<file path="config.mk">
export PLATFORM = sky130hd
export DESIGN_NAME = period_meter_flat
export DESIGN_NICKNAME = d
export VERILOG_FILES = /design/src/rtl/period_meter_if.sv /design/src/rtl/period_meter.sv /design/src/flat_wrapper.sv
export SDC_FILE = /design/constraint.sdc
export NUM_CORES = 1
export LEC_CHECK = 0
export BUFFER_PORTS_ARGS = -buffer_cell sky130_fd_sc_hd__buf_2
export CELL_PAD_IN_SITES_DETAIL_PLACEMENT = 0
export CELL_PAD_IN_SITES_GLOBAL_PLACEMENT = 2
export CORE_UTILIZATION = 34
export CTS_BUF_LIST = sky130_fd_sc_hd__clkbuf_8 sky130_fd_sc_hd__clkbuf_16
export DETAILED_ROUTE_END_ITERATION = 16
export PLACE_DENSITY_LB_ADDON = 0.1
export SLEW_MARGIN = 40
export SYNTH_ARGS = -nofsm -noshare
export SYNTH_HDL_FRONTEND = slang
export SYNTH_SLANG_ARGS = --single-unit
</file>
<file path="constraint.sdc">
create_clock -name CLK -period 2.1 [get_ports CLK]
set_input_delay 0.42 -clock CLK [delete_from_list [all_inputs] [get_ports CLK]]
set_output_delay 0.42 -clock CLK [all_outputs]
set_load 0.1 [all_outputs]
</file>
<file path="src/rtl/period_meter_if.sv">
// Signal bundle for period_meter: configuration and pulse input in, measurement results out.
interface period_meter_if #(parameter int WIDTH = 32);
  logic             ENABLE;
  logic             PULSE_IN;
  logic             CONFIG_TIMEOUT;
  logic [WIDTH-1:0] DIN_TIMEOUT;
  logic [WIDTH-1:0] PERIOD;
  logic             VALID;
  logic             LOCKED;
  logic             TIMEOUT;

  modport master (
    output ENABLE, PULSE_IN, CONFIG_TIMEOUT, DIN_TIMEOUT,
    input  PERIOD, VALID, LOCKED, TIMEOUT
  );

  modport slave (
    input  ENABLE, PULSE_IN, CONFIG_TIMEOUT, DIN_TIMEOUT,
    output PERIOD, VALID, LOCKED, TIMEOUT
  );
endinterface

</file>
<file path="src/rtl/period_meter.sv">
// Measures the CLK-cycle spacing between rising edges of PULSE_IN, flags two equal
// consecutive periods (LOCKED) and a missing edge within a programmable window (TIMEOUT).
//
// state      | meaning
// -----------+--------------------------------------------------------------
// IDLE       | ENABLE low; counter/lock cleared, timeout register writable
// WAIT_FIRST | armed, waiting for the first edge to start counting
// MEASURE    | counting cycles since the last edge
module period_meter #(
  parameter int WIDTH = 32
) (
  input logic           CLK,
  input logic           RESET,
  period_meter_if.slave pm
);
  typedef enum logic [1:0] {IDLE, WAIT_FIRST, MEASURE} state_t;

  localparam logic [WIDTH-1:0] CNT_MAX = '1;

  state_t           state, state_nxt;
  logic [WIDTH-1:0] cnt;
  logic [WIDTH-1:0] prev_period;
  logic [WIDTH-1:0] timeout_reg;
  logic             pulse_d;
  logic             have_prev;

  logic edge_evt;
  logic at_timeout;
  logic clr;
  logic load_first;
  logic measure;
  logic timeout_hit;

  assign edge_evt   = pm.PULSE_IN & ~pulse_d;
  assign at_timeout = (timeout_reg != '0) && (cnt == timeout_reg);

  always_ff @(posedge CLK) begin
    if (RESET) state <= IDLE;
    else       state <= state_nxt;
  end

  // An edge coinciding with the timeout count is a measurement, so edge is tested first.
  always_comb begin
    state_nxt   = state;
    clr         = 1'b0;
    load_first  = 1'b0;
    measure     = 1'b0;
    timeout_hit = 1'b0;
    if (!pm.ENABLE) begin
      state_nxt = IDLE;
      clr       = 1'b1;
    end else begin
      case (state)
        IDLE: begin
          state_nxt = WAIT_FIRST;
          clr       = 1'b1;
        end
        WAIT_FIRST: begin
          if (edge_evt) begin
            load_first = 1'b1;
            state_nxt  = MEASURE;
          end
        end
        MEASURE: begin
          if (edge_evt) begin
            measure = 1'b1;
          end else if (at_timeout) begin
            timeout_hit = 1'b1;
            state_nxt   = WAIT_FIRST;
          end
        end
        default: state_nxt = IDLE;
      endcase
    end
  end

  always_ff @(posedge CLK) begin
    if (RESET) begin
      pulse_d     <= 1'b0;
      cnt         <= '0;
      prev_period <= '0;
      have_prev   <= 1'b0;
      timeout_reg <= '0;
      pm.PERIOD   <= '0;
      pm.VALID    <= 1'b0;
      pm.LOCKED   <= 1'b0;
      pm.TIMEOUT  <= 1'b0;
    end else begin
      pulse_d    <= pm.PULSE_IN;
      pm.VALID   <= measure;
      pm.TIMEOUT <= timeout_hit;
      if (pm.CONFIG_TIMEOUT && !pm.ENABLE) timeout_reg <= pm.DIN_TIMEOUT;

      if (clr) begin
        cnt         <= '0;
        prev_period <= '0;
        have_prev   <= 1'b0;
        pm.LOCKED   <= 1'b0;
      end else if (load_first) begin
        cnt <= {{(WIDTH-1){1'b0}}, 1'b1};
      end else if (measure) begin
        cnt         <= {{(WIDTH-1){1'b0}}, 1'b1};
        pm.PERIOD   <= cnt;
        prev_period <= cnt;
        have_prev   <= 1'b1;
        pm.LOCKED   <= have_prev && (cnt == prev_period);
      end else if (timeout_hit) begin
        // Lock history restarts: the next measurement after re-arming is a first one.
        cnt         <= '0;
        prev_period <= '0;
        have_prev   <= 1'b0;
        pm.LOCKED   <= 1'b0;
      end else if (state == MEASURE && cnt != CNT_MAX) begin
        cnt <= cnt + 1'b1;
      end
    end
  end
endmodule
</file>
<file path="src/flat_wrapper.sv">
// flat-port wrapper written by rule: the top's interface ports become plain ports
module period_meter_flat 
#(
  parameter int WIDTH = 32
)
  (CLK, RESET, pm_ENABLE, pm_PULSE_IN, pm_CONFIG_TIMEOUT, pm_DIN_TIMEOUT, pm_PERIOD, pm_VALID, pm_LOCKED, pm_TIMEOUT);
  period_meter_if #(.WIDTH(WIDTH)) pm_i ();
  input logic CLK;
  input logic RESET;
  input wire logic [$bits(pm_i.ENABLE)-1:0] pm_ENABLE;
  input wire logic [$bits(pm_i.PULSE_IN)-1:0] pm_PULSE_IN;
  input wire logic [$bits(pm_i.CONFIG_TIMEOUT)-1:0] pm_CONFIG_TIMEOUT;
  input wire logic [$bits(pm_i.DIN_TIMEOUT)-1:0] pm_DIN_TIMEOUT;
  output wire logic [$bits(pm_i.PERIOD)-1:0] pm_PERIOD;
  output wire logic [$bits(pm_i.VALID)-1:0] pm_VALID;
  output wire logic [$bits(pm_i.LOCKED)-1:0] pm_LOCKED;
  output wire logic [$bits(pm_i.TIMEOUT)-1:0] pm_TIMEOUT;
  assign pm_i.ENABLE = pm_ENABLE;
  assign pm_i.PULSE_IN = pm_PULSE_IN;
  assign pm_i.CONFIG_TIMEOUT = pm_CONFIG_TIMEOUT;
  assign pm_i.DIN_TIMEOUT = pm_DIN_TIMEOUT;
  assign pm_PERIOD = pm_i.PERIOD;
  assign pm_VALID = pm_i.VALID;
  assign pm_LOCKED = pm_i.LOCKED;
  assign pm_TIMEOUT = pm_i.TIMEOUT;
  period_meter #(.WIDTH(WIDTH)) u_core (.CLK(CLK), .RESET(RESET), .pm(pm_i));
endmodule
</file>
==> flow_summary.ini <==
[critical_path]
critPathSlowestCell = dfxtp_4
cp-start-kind = flop
crit_type = reg -> reg
crit_fanout = 16
critPathRequiredTime_ns = 2.39
cp_cell_sequence = xor2_4 > nor4_4 > buf_4 > nand4_1 > nor3_2 > a41oi_2 > buf_6 > clkbuf_16 > nand2_1 > a21oi_1
cp_slowest_stage_delay_ns = 0.37
arrival_ns = 2.45
r2r_cells = 10
cp-end-kind = flop

[grt]
globalRouteOverflowTotal = 0
grt_max_degree = 68
grt_use_total = 0.195
antenna_found_initial = 0
grt_pass1_vias = 4875
grt_pass1_wl_mm = 26.5

[clocking]
tritoncts = yes
cts.sinks = 135
cts_made_buffers = 17
cts.path.max_buffers = 2
clkSlewWorstSetupHoldPaths_ns = 0.06
cts_root_buf = clkbuf_16
insertion_delay_ns = 0.42
htreeDepth = 4

[floorplan]
die_x_um = 133
core-area_sq_um = 16600
rows = 47
die_h_um = 133
dieArea_sq_um = 17700
io_pins = 72
start_util = 0.351

[final_layout]
multi_input_area_sq_um = 3250
seq_area_sq_um = 2730
num-fill-cells = 1618
layout.nets = 879
drive_above_1_share = 0.320
fin_area_sq_um = 8040
syn2layout_area_growth_pct = 37.9
final_cells = 1074
diodes = 0

[synth]
synthAdderAreaFrac = 0.00214
yosys_warnings = 0
synth_edf_count = 0
synth_top_family_by_area = simple AND/OR/NAND/NOR gates
ys.flop_type = dfxtp_1
synth-seq-cells = 135
yosys.area_share.xor_xnor = 0.128
ys_seq_area_frac = 0.463
synthesis.nets = 760
synth-compound-area-share = 0.106
synth-async-reset-ratio = 0
syn_area_sq_um = 5830
syn_inst = 722
synth_cell_type_count = 42
synth_area_per_cell_sq_um = 8.08
yosys.area_share.simple = 0.249
muxShareOfSynthArea = 0

[min_path]
holdPathStages = 2
hold_class = in -> reg

[outcome]
status = finished, violations left
violations = setup timing

[timing]
finalHoldViolCount = 0
rsz0062_at_grt = true
min_period_ns = 2.17
setup_ws_ns = -0.0674
max_slew.worst_pin.slew_ns = 0.703
fin_skew_ns = 0.00624
slew_headroom = 0.532
setup_viol = 56
slew_viol_final = 0
timing.final.crit_share = 1.03
fmax_ghz = 0.461

[power_and_ir_drop]
power_leakage_nw = 3.39
power.density_nw_per_um2 = 737
total_power_mw = 5.93
ir_drop_mv = 0.516

[placement]
hpwl_mm = 12.3
gp_congestion = 0.872
place_ws_ns = -0.188
dpl.cell_count = 1029
port_buffers = 71
place_area_sq_um = 6810

[detailed_routing]
drc = 0
routed_via_density = 4.82
antenna_left = 0
via_count = 5175
totalWireLength_mm = 17.3
routedWlPerCell_um = 16.1
dr.first_iter.drc_count = 200
dr.pass1.iters = 4

[run]
cap_violations = 0
[cell families (layout without fill, tap and decap cells)]
family | count (synthesis) | count (layout)
xor gates and xnor gates | 85 | 85
adders and majority gates | 1 | 1
DFF | 135 | 135
and+or+nand+nor | 318 | 318
AOI/OAI and AO/OA | 114 | 114
buffers and inverters | 69 | 201
[worst paths after layout]
| path | from | to | slack, ns |
|---|---|---|---|
| worst max-delay path | u_core.timeout_reg[12] | u_core.prev_period[25] | -0.07 |
| worst min-delay path | pm_PULSE_IN | u_core.pulse_d | 0.23 |
| worst min register to register | u_core.pm.PERIOD[26] | u_core.pm.PERIOD[26] | 0.45 |
| worst max register to register | u_core.timeout_reg[12] | u_core.prev_period[25] | -0.07 |
[synthesized netlist by cell type (all sizes together) (2+ instances only)]
master | instances | share of area
or3 | 3 | 0.0032
nand3 | 15 | 0.013
nand4 | 14 | 0.019
clkbuf | 32 | 0.021
nor2 | 51 | 0.033
and4 | 2 | 0.0030
buf | 26 | 0.024
a21oi | 101 | 0.087
a2111oi | 2 | 0.0030
xnor2 | 20 | 0.030
dfxtp | 135 | 0.46
nor3 | 8 | 0.0086
nor2b | 10 | 0.011
and3 | 6 | 0.0064
inv | 11 | 0.0071
nand2 | 178 | 0.11
xor2 | 65 | 0.098
nand2b | 5 | 0.0054
a221oi | 2 | 0.0030
nor4 | 21 | 0.025
[critical path, delay by kind of cell (launching register included)]
kind / cells / cell delay [ns]
simple gates: 4 / 0.75
buf+inv: 3 / 0.50
flops: 1 / 0.37
compound gates: 2 / 0.21
xor+xnor: 1 / 0.20
[cell usage in the layout, fill, tap and decap left out, types with 2 or more instances in the layout]
| cell | n |
|---|---|
| nand2_1 | 168 |
| dfxtp_1 | 122 |
| a21oi_1 | 98 |
| buf_4 | 77 |
| buf_2 | 71 |
| xor2_1 | 61 |
| nor2_4 | 25 |
| nor2_1 | 21 |
| clkbuf_16 | 21 |
| nor4_1 | 18 |
| xnor2_1 | 15 |
| nand3_1 | 15 |
| inv_1 | 14 |
| nand4_1 | 12 |
| nor2b_1 | 9 |
| dfxtp_2 | 8 |
| nand2_2 | 6 |
| clkbuf_8 | 6 |
| nor3_1 | 5 |
| nand2b_1 | 5 |
| xnor2_2 | 5 |
| nor2_2 | 5 |
| dfxtp_4 | 5 |
| and3_1 | 4 |
| buf_12 | 4 |
| nand2_4 | 3 |
| xor2_2 | 3 |
| a21oi_2 | 3 |
| a221oi_1 | 2 |
| nor4_4 | 2 |
| nor3_2 | 2 |
| or3_4 | 2 |
| and4_1 | 2 |
| clkinv_2 | 2 |
| bufinv_16 | 2 |
| buf_6 | 2 |
[power breakdown]
group          internal, mW  switching [mW]
clock network          1.92            1.09
registers              2.59          0.0332
logic                 0.127           0.160
[per-layer routing]
metal,up-vias,wire (um),share of wire,track usage
li1,2617,-,-,-
met1,2415,8220,0.47,0.263
met2,114,8050,0.46,0.306
met3,29,600,0.035,0.0368
met4,0,456,0.026,0.0798
met5,-,0,0,0
[cell type report]
type,count,area share
Tap cell,220,0.0342
Timing Repair Buffer,158,0.141
Clock buffer,23,0.0632
Sequential cell,135,0.340
Multi-Input combinational cell,518,0.404
Inverter,11,0.00513
Clock inverter,9,0.0121
[repair_timing]
| action | 4_1_cts | 5_1_grt |
|---|---|---|
| hold buffers | 0 | 0 |
| hold endpoints to repair | 0 | 0 |
| gates cloned | 0 | 5 |
| endpoints found under the setup margin | 69 | 68 |
| setup buffers | 0 | 8 |
| gates resized for setup | 12 | 107 |
| pin swaps | 0 | 37 |
[metrics by stage]
stage	TNS, ns	utilization	hold slack [ns]
finish	-2.12	0.483	0.235
global route	-6.30	0.483	0.234
CTS	-0.0464	0.447	0.223
detailed placement	-10.23	0.409	0.443
global placement	-10.94	0.409	0.441
floorplan	0	-	0.448
Note: power is estimated with default switching activity, not from simulation.
